--- config.mk ---
export PLATFORM = sky130hd
export DESIGN_NAME = mult4u_rr_arbiter
export DESIGN_NICKNAME = d
export VERILOG_FILES = /design/src/rtl/mult4u_arb_pkg.sv /design/src/rtl/mult4u_normal_ripple.sv /design/src/rtl/mult4u_rr_arbiter.sv
export SDC_FILE = /design/constraint.sdc
export NUM_CORES = 1
export LEC_CHECK = 0
export CAP_MARGIN = 40
export CORE_MARGIN = 10
export CORE_UTILIZATION = 34
export DETAILED_ROUTE_END_ITERATION = 12
export HOLD_SLACK_MARGIN = 0.06
export PLACE_DENSITY_LB_ADDON = 0.25
export SYNTH_ARGS = -nofsm -noshare
export SYNTH_HDL_FRONTEND = slang
export SYNTH_SLANG_ARGS = --single-unit
--- constraint.sdc ---
create_clock -name clk -period 4 [get_ports clk]
set_input_delay 0.8 -clock clk [delete_from_list [all_inputs] [get_ports clk]]
set_output_delay 0.8 -clock clk [all_outputs]
set_load 0.03 [all_outputs]
--- src/rtl/mult4u_arb_pkg.sv ---
// mult4u_arb_pkg
//   Shared definitions for the round-robin multiplier arbiter: the FSM state
//   enum and the operand, product and statistics-counter widths.
package mult4u_arb_pkg;

  localparam int OPND_W = 4;   // width of each multiplier operand
  localparam int PROD_W = 8;   // width of the full unsigned product
  localparam int CNT_W  = 16;  // width of each per-requester grant counter

  typedef enum logic [1:0] {
    IDLE    = 2'd0,
    COMPUTE = 2'd1,
    RESP    = 2'd2
  } state_e;

endpackage

--- src/rtl/mult4u_normal_ripple.sv ---
// mult4u_normal_ripple
//   Combinational 4x4 unsigned array multiplier. Each partial-product row is
//   added into a running sum through an explicit ripple-carry chain.
//   Ports:
//     multiplicand [3:0] in  - operand a
//     multiplier   [3:0] in  - operand b
//     product      [7:0] out - a*b, full width
module mult4u_normal_ripple
  import mult4u_arb_pkg::*;
(
  input  logic [OPND_W-1:0] multiplicand,
  input  logic [OPND_W-1:0] multiplier,
  output logic [PROD_W-1:0] product
);

  logic [PROD_W-1:0] pp [OPND_W];
  logic [PROD_W-1:0] acc;
  logic [PROD_W-1:0] sum_row;
  logic              carry;

  // Row gi is the multiplicand gated by multiplier bit gi, weighted by 2^gi.
  for (genvar gi = 0; gi < OPND_W; gi++) begin : gen_pp
    assign pp[gi] = PROD_W'(multiplicand & {OPND_W{multiplier[gi]}}) << gi;
  end

  always_comb begin
    acc     = '0;
    sum_row = '0;
    carry   = 1'b0;
    for (int r = 0; r < OPND_W; r++) begin
      carry = 1'b0;
      for (int j = 0; j < PROD_W; j++) begin
        sum_row[j] = acc[j] ^ pp[r][j] ^ carry;
        carry      = (acc[j] & pp[r][j]) | (carry & (acc[j] ^ pp[r][j]));
      end
      // The final carry out is always zero: 15*15 fits in 8 bits.
      acc = sum_row;
    end
    product = acc;
  end

endmodule

--- src/rtl/mult4u_rr_arbiter.sv ---
// mult4u_rr_arbiter
//   NUM_REQ requesters share one 4x4 unsigned multiplier. A round-robin
//   arbiter grants one requester while idle; the operands are registered,
//   multiplied for one cycle, and the result is held until downstream accepts.
//   One result every 3 cycles at best (IDLE -> COMPUTE -> RESP).
//   Ports:
//     clk, rst          - clock, synchronous active-high reset
//     req_valid/ready   - per-requester handshake (ready one-hot, combinational)
//     req_a, req_b      - packed 4-bit operands, requester i at [4i+3:4i]
//     rsp_valid/ready   - response handshake
//     rsp_product       - 8-bit product
//     rsp_id            - requester owning rsp_product
//     grant_cnt         - per-requester 16-bit saturating grant counters,
//                         present only when MULT4U_ARB_STATS_EN is defined
module mult4u_rr_arbiter
  import mult4u_arb_pkg::*;
#(
  parameter  int NUM_REQ = 4,
  localparam int ID_W    = $clog2(NUM_REQ)
) (
  input  logic                        clk,
  input  logic                        rst,
  input  logic [NUM_REQ-1:0]          req_valid,
  output logic [NUM_REQ-1:0]          req_ready,
  input  logic [NUM_REQ*OPND_W-1:0]   req_a,
  input  logic [NUM_REQ*OPND_W-1:0]   req_b,
  output logic                        rsp_valid,
  input  logic                        rsp_ready,
  output logic [PROD_W-1:0]           rsp_product,
  output logic [ID_W-1:0]             rsp_id
`ifdef MULT4U_ARB_STATS_EN
  ,
  output logic [NUM_REQ*CNT_W-1:0]    grant_cnt
`endif
);

  state_e              state_q, state_d;
  logic [ID_W-1:0]     rr_ptr_q, rr_ptr_d;
  logic [OPND_W-1:0]   op_a_q, op_a_d;
  logic [OPND_W-1:0]   op_b_q, op_b_d;
  logic [ID_W-1:0]     op_id_q, op_id_d;
  logic [PROD_W-1:0]   rsp_product_q, rsp_product_d;
  logic [ID_W-1:0]     rsp_id_q, rsp_id_d;

  logic [PROD_W-1:0]   mul_product;
  logic                grant_found;
  logic [ID_W-1:0]     grant_idx;
  logic                accept;
  int                  cand;

  // Scan requesters starting at rr_ptr and wrapping; first valid one wins.
  always_comb begin
    grant_found = 1'b0;
    grant_idx   = '0;
    cand        = 0;
    for (int k = 0; k < NUM_REQ; k++) begin
      cand = int'(rr_ptr_q) + k;
      if (cand >= NUM_REQ) begin
        cand = cand - NUM_REQ;
      end
      if (!grant_found && req_valid[cand[ID_W-1:0]]) begin
        grant_found = 1'b1;
        grant_idx   = cand[ID_W-1:0];
      end
    end
  end

  // Reset also masks the grant so nothing is accepted during a reset cycle.
  assign accept = (state_q == IDLE) && grant_found && !rst;

  for (genvar gi = 0; gi < NUM_REQ; gi++) begin : gen_ready
    assign req_ready[gi] = accept && (grant_idx == ID_W'(gi));
  end

  always_comb begin
    state_d       = state_q;
    rr_ptr_d      = rr_ptr_q;
    op_a_d        = op_a_q;
    op_b_d        = op_b_q;
    op_id_d       = op_id_q;
    rsp_product_d = rsp_product_q;
    rsp_id_d      = rsp_id_q;
    case (state_q)
      IDLE: begin
        if (accept) begin
          op_a_d   = req_a[grant_idx*OPND_W +: OPND_W];
          op_b_d   = req_b[grant_idx*OPND_W +: OPND_W];
          op_id_d  = grant_idx;
          rr_ptr_d = (grant_idx == ID_W'(NUM_REQ - 1)) ? '0 : grant_idx + 1'b1;
          state_d  = COMPUTE;
        end
      end
      COMPUTE: begin
        rsp_product_d = mul_product;
        rsp_id_d      = op_id_q;
        state_d       = RESP;
      end
      RESP: begin
        // No bypass: a new grant waits for the IDLE cycle after the handshake.
        if (rsp_ready) begin
          state_d = IDLE;
        end
      end
      default: state_d = IDLE;
    endcase
  end

  always_ff @(posedge clk) begin
    if (rst) begin
      state_q       <= IDLE;
      rr_ptr_q      <= '0;
      op_a_q        <= '0;
      op_b_q        <= '0;
      op_id_q       <= '0;
      rsp_product_q <= '0;
      rsp_id_q      <= '0;
    end else begin
      state_q       <= state_d;
      rr_ptr_q      <= rr_ptr_d;
      op_a_q        <= op_a_d;
      op_b_q        <= op_b_d;
      op_id_q       <= op_id_d;
      rsp_product_q <= rsp_product_d;
      rsp_id_q      <= rsp_id_d;
    end
  end

  // The multiplier sees only the registered operands, never the request bus.
  mult4u_normal_ripple u_mul (
    .multiplicand (op_a_q),
    .multiplier   (op_b_q),
    .product      (mul_product)
  );

  assign rsp_valid   = (state_q == RESP);
  assign rsp_product = rsp_product_q;
  assign rsp_id      = rsp_id_q;

`ifdef MULT4U_ARB_STATS_EN
  for (genvar gi = 0; gi < NUM_REQ; gi++) begin : gen_stats
    logic [CNT_W-1:0] cnt_q, cnt_d;

    always_comb begin
      cnt_d = cnt_q;
      if (req_ready[gi] && (cnt_q != {CNT_W{1'b1}})) begin
        cnt_d = cnt_q + 1'b1;
      end
    end

    always_ff @(posedge clk) begin
      if (rst) begin
        cnt_q <= '0;
      end else begin
        cnt_q <= cnt_d;
      end
    end

    assign grant_cnt[gi*CNT_W +: CNT_W] = cnt_q;
  end
`endif

endmodule

==> results.toml, run 1 <==
[synth]
netlist_instances = 165
seq_area_frac_synth_pct = 30.9
synth_fp_nets = 220
synth_top_cell_area_share_pct = 30.9
synth_top_cell_by_area = "dfxtp_1"
synth-seq-cells = 24
synth_cell_type_count = 29
avgSynthCellArea_um2 = 9.43
synthTopCellsByArea = "dfxtp_1 (31%), fa_1 (10%), mux2i_1 (10%)"
yosys_warnings = 0
synth_area_mm2 = 0.00156

[die]
num_io_pins = 54
initial_core_util_pct = 35.5
die-area_mm2 = 0.00768
die_height_um = 87.6
row_count = 24
fp.coreArea_mm2 = 0.00438
die_x_um = 87.6

[worst_setup_path]
worstPathRequired_ns = 4.13
cp_max_fo = 2
crit_top_cell = "fa_2"
start_kind = "flip-flop"
path_cells = "and2_4 -> ha_4 -> inv_1 -> fa_2 -> fa_1 -> inv_1 -> fa_2 -> fa_2 -> inv_1 -> fa_2 -> fa_2 -> fa_1 -> a211oi_2"
r2r-start = "op_a_q[1]"
startpoint = "op_a_q[1]"
critPathCapture = "rsp_product[6]"
cp.buffers_inverters = 3
cp_slowest_cell = "fa_2"
reg2reg_to = "rsp_product[6]"
crit_arrival_ns = 3.98
end_kind = "flip-flop"
crit_path_max_incr_delay_ns = 0.53
path_depth = 13
reg2reg_slack_ns = 0.15
r2r_cells = 13
cp_top_family = "adder cells"
critPathKind = "flip-flop to flip-flop"

[sta]
setup_viol = 0
fin_skew_ns = 0.00551
tns_ns = 0
rsz0062_at_grt = "false"
hold_viol_final = 0
worst_pin_slew_ns = 0.939
final_max_slew_viol_count = 0
fin_crit_ns = 3.85
maxSlewHeadroom_pct = 37.3
max_freq_mhz = 260
min_period_over_period_pct = 96.2

[power_and_ir_drop]
power.density_mw_per_mm2 = 338
max-vdd-ir-drop_mv = 0.141
pwr-share-clk_pct = 27.5
p_seq_share_pct = 37.9
p_leak_nw = 0.891
switching_share_pct = 30.3
combPwrFrac_pct = 34.6
power_mw = 0.771
intPower_mw = 0.537
p_switching_mw = 0.233

[detailed_routing]
postRouteAntennaNets = 0
viasPerCell = 4.87
drt_iter0_markers = 69
drc_errors = 0
wirelength_um = 4040
vias = 1345
drt_pre_antenna_iters = 4
wire_per_inst_um = 14.6

[clocking]
cts_buffer_depth = 2
clock-sinks = 24
htree_levels = 1
ctsHoldBuffers = 0
cts-root-buf = "clkbuf_8"
clk_latency_ns = 0.27
numCtsBuffers = 3
cts_tree = "yes"
path_clk_slew_ns = 0.09

[grt]
grt_max_degree = 24
grtUsageTotal_pct = 11.4
antenna_found_initial = 0
grt_pass1_vias = 1457
grt_pass1_wl_um = 7070
grt-ovfl-total = 0

[layout]
layout-drive-gt1-share_pct = 16.5
fillers = 417
multi_input_area_mm2 = 0.00102
syn_to_final_growth_pct = 46.5
final_net_count = 280
seq_area_um2 = 484
num_antenna_cells = 0

[place]
io_buffers = 53
place.gp.congestion = 0.804
dpl.hpwl_um = 3180

[status]
status = "finished clean"

[min_path]
min_path_type = "flip-flop to flip-flop"

[job]
drv_cap = 0
[power by group through the flow]
stage | clock [mW] | combinational [mW] | sequential, mW
detailed placement | 0 | 0.265 | 0.295
floorplan | 0 | 0.143 | 0.309
global placement | 0 | 0.263 | 0.295
global route | 0.229 | 0.299 | 0.297
finish | 0.212 | 0.267 | 0.292
CTS | 0.216 | 0.267 | 0.291
[synthesized netlist by cell type, drive strengths merged]
master	number
nor3	1
nand2	21
o41ai	1
and2	12
ha	8
nor2	8
nor2b	2
inv	14
clkbuf	4
fa	8
nor3b	1
dfxtp	24
o22ai	1
a211oi	7
or3	1
a21oi	11
nand2b	4
nand3	1
buf	2
a22oi	1
mux2i	16
nand3b	8
o21bai	1
o221ai	8
[stage by stage]
step	utilization, %	hold WS [ns]	instances	cell area [um^2]	setup slack (ns)
floorplan	-	0.432	165	1560	0.00117
global placement	49.5	0.444	272	2170	-0.0199
detailed placement	49.5	0.448	272	2170	-0.0737
CTS	51.5	0.460	276	2260	0.0409
global route	52.0	0.478	276	2280	0.0320
finish	52.0	0.457	276	2280	0.152
[repair_timing]
action | CTS | global route
buffers inserted | 0 | 0
resized for setup | 6 | 5
hold endpoints to repair | 0 | 0
pin swaps | 3 | 5
setup endpoints to repair | 2 | 2
[logic make-up (layout without fill, tap and decap cells)]
| group | Yosys count | count (layout) | share of synthesized area [%] |
|---|---|---|---|
| AO/OA/AOI/OAI | 30 | 30 | 15.7 |
| adder cells (fa/ha/maj) | 16 | 16 | 16.7 |
| buffers and inverters | 20 | 79 | 5.79 |
| flip-flops | 24 | 24 | 30.9 |
| multiplexers | 16 | 16 | 10.3 |
| AND/OR/NAND/NOR | 59 | 59 | 20.6 |
[routing by layer]
layer	track usage (%)	up-vias	wire [um]
met4	3.91	0	45
met1	13.0	621	1750
met5	0	-	0
li1	-	689	-
met2	20.3	31	2060
met3	2.51	4	176
[final cells by class]
cell class | instances | area share, %
multi-input cells | 121 | 44.8
repair buffers | 61 | 25.7
flip-flops and latches | 24 | 21.3
well taps | 52 | 2.86
inverters | 14 | 2.31
clock buffers | 3 | 1.81
clock inverters | 1 | 1.32
[cell usage in the layout (no fill, tap or decap), types with 4 or more instances in the layout]
master and n:
nand2b_1 4, a21oi_1 10, o221ai_1 7, inv_1 12, a211oi_1 5, ha_1 7, nand3b_1 8, nand2_1 19
dfxtp_1 21, fa_2 5, and2_1 10, mux2i_1 16, clkdlybuf4s50_1 51, nor2_1 8, buf_4 10
[worst min-delay path, delay by kind of cell, from the launching register on]
| kind | cells | cell delay, ns |
|---|---|---|
| AO/OA/AOI/OAI | 1 | 0.05 |
| flip-flops | 1 | 0.32 |
| AND/OR/NAND/NOR | 1 | 0.05 |
[state kept, by name, indices dropped and copies added (netlist names)]
signal,count
rsp_id,2
state_q,2
op_b_q,4
rr_ptr_q,2
rsp_product,8
op_id_q,2
op_a_q,4
[worst min path at each step]
stage                      to  cells after the start            from  slack, ns
5_1_grt             rsp_id[1]                      2       rsp_id[1]       0.48
6_report       rsp_product[0]                      2  rsp_product[0]       0.46
2_1_floorplan       rsp_id[0]                      2      op_id_q[0]       0.43
4_1_cts        rsp_product[2]                      2  rsp_product[2]       0.46
3_3_place_gp   rsp_product[0]                      2  rsp_product[0]       0.44
3_5_place_dp   rsp_product[0]                      2  rsp_product[0]       0.45
Note: power is estimated with default switching activity, not from simulation.
==> run 2: changes to the inputs <==
Settings changed: CTS_BUF_LIST from default to sky130_fd_sc_hd__clkbuf_8.
==> results of run 2 <==
The final DEF is identical to that of run 1; final timing and power are the same.
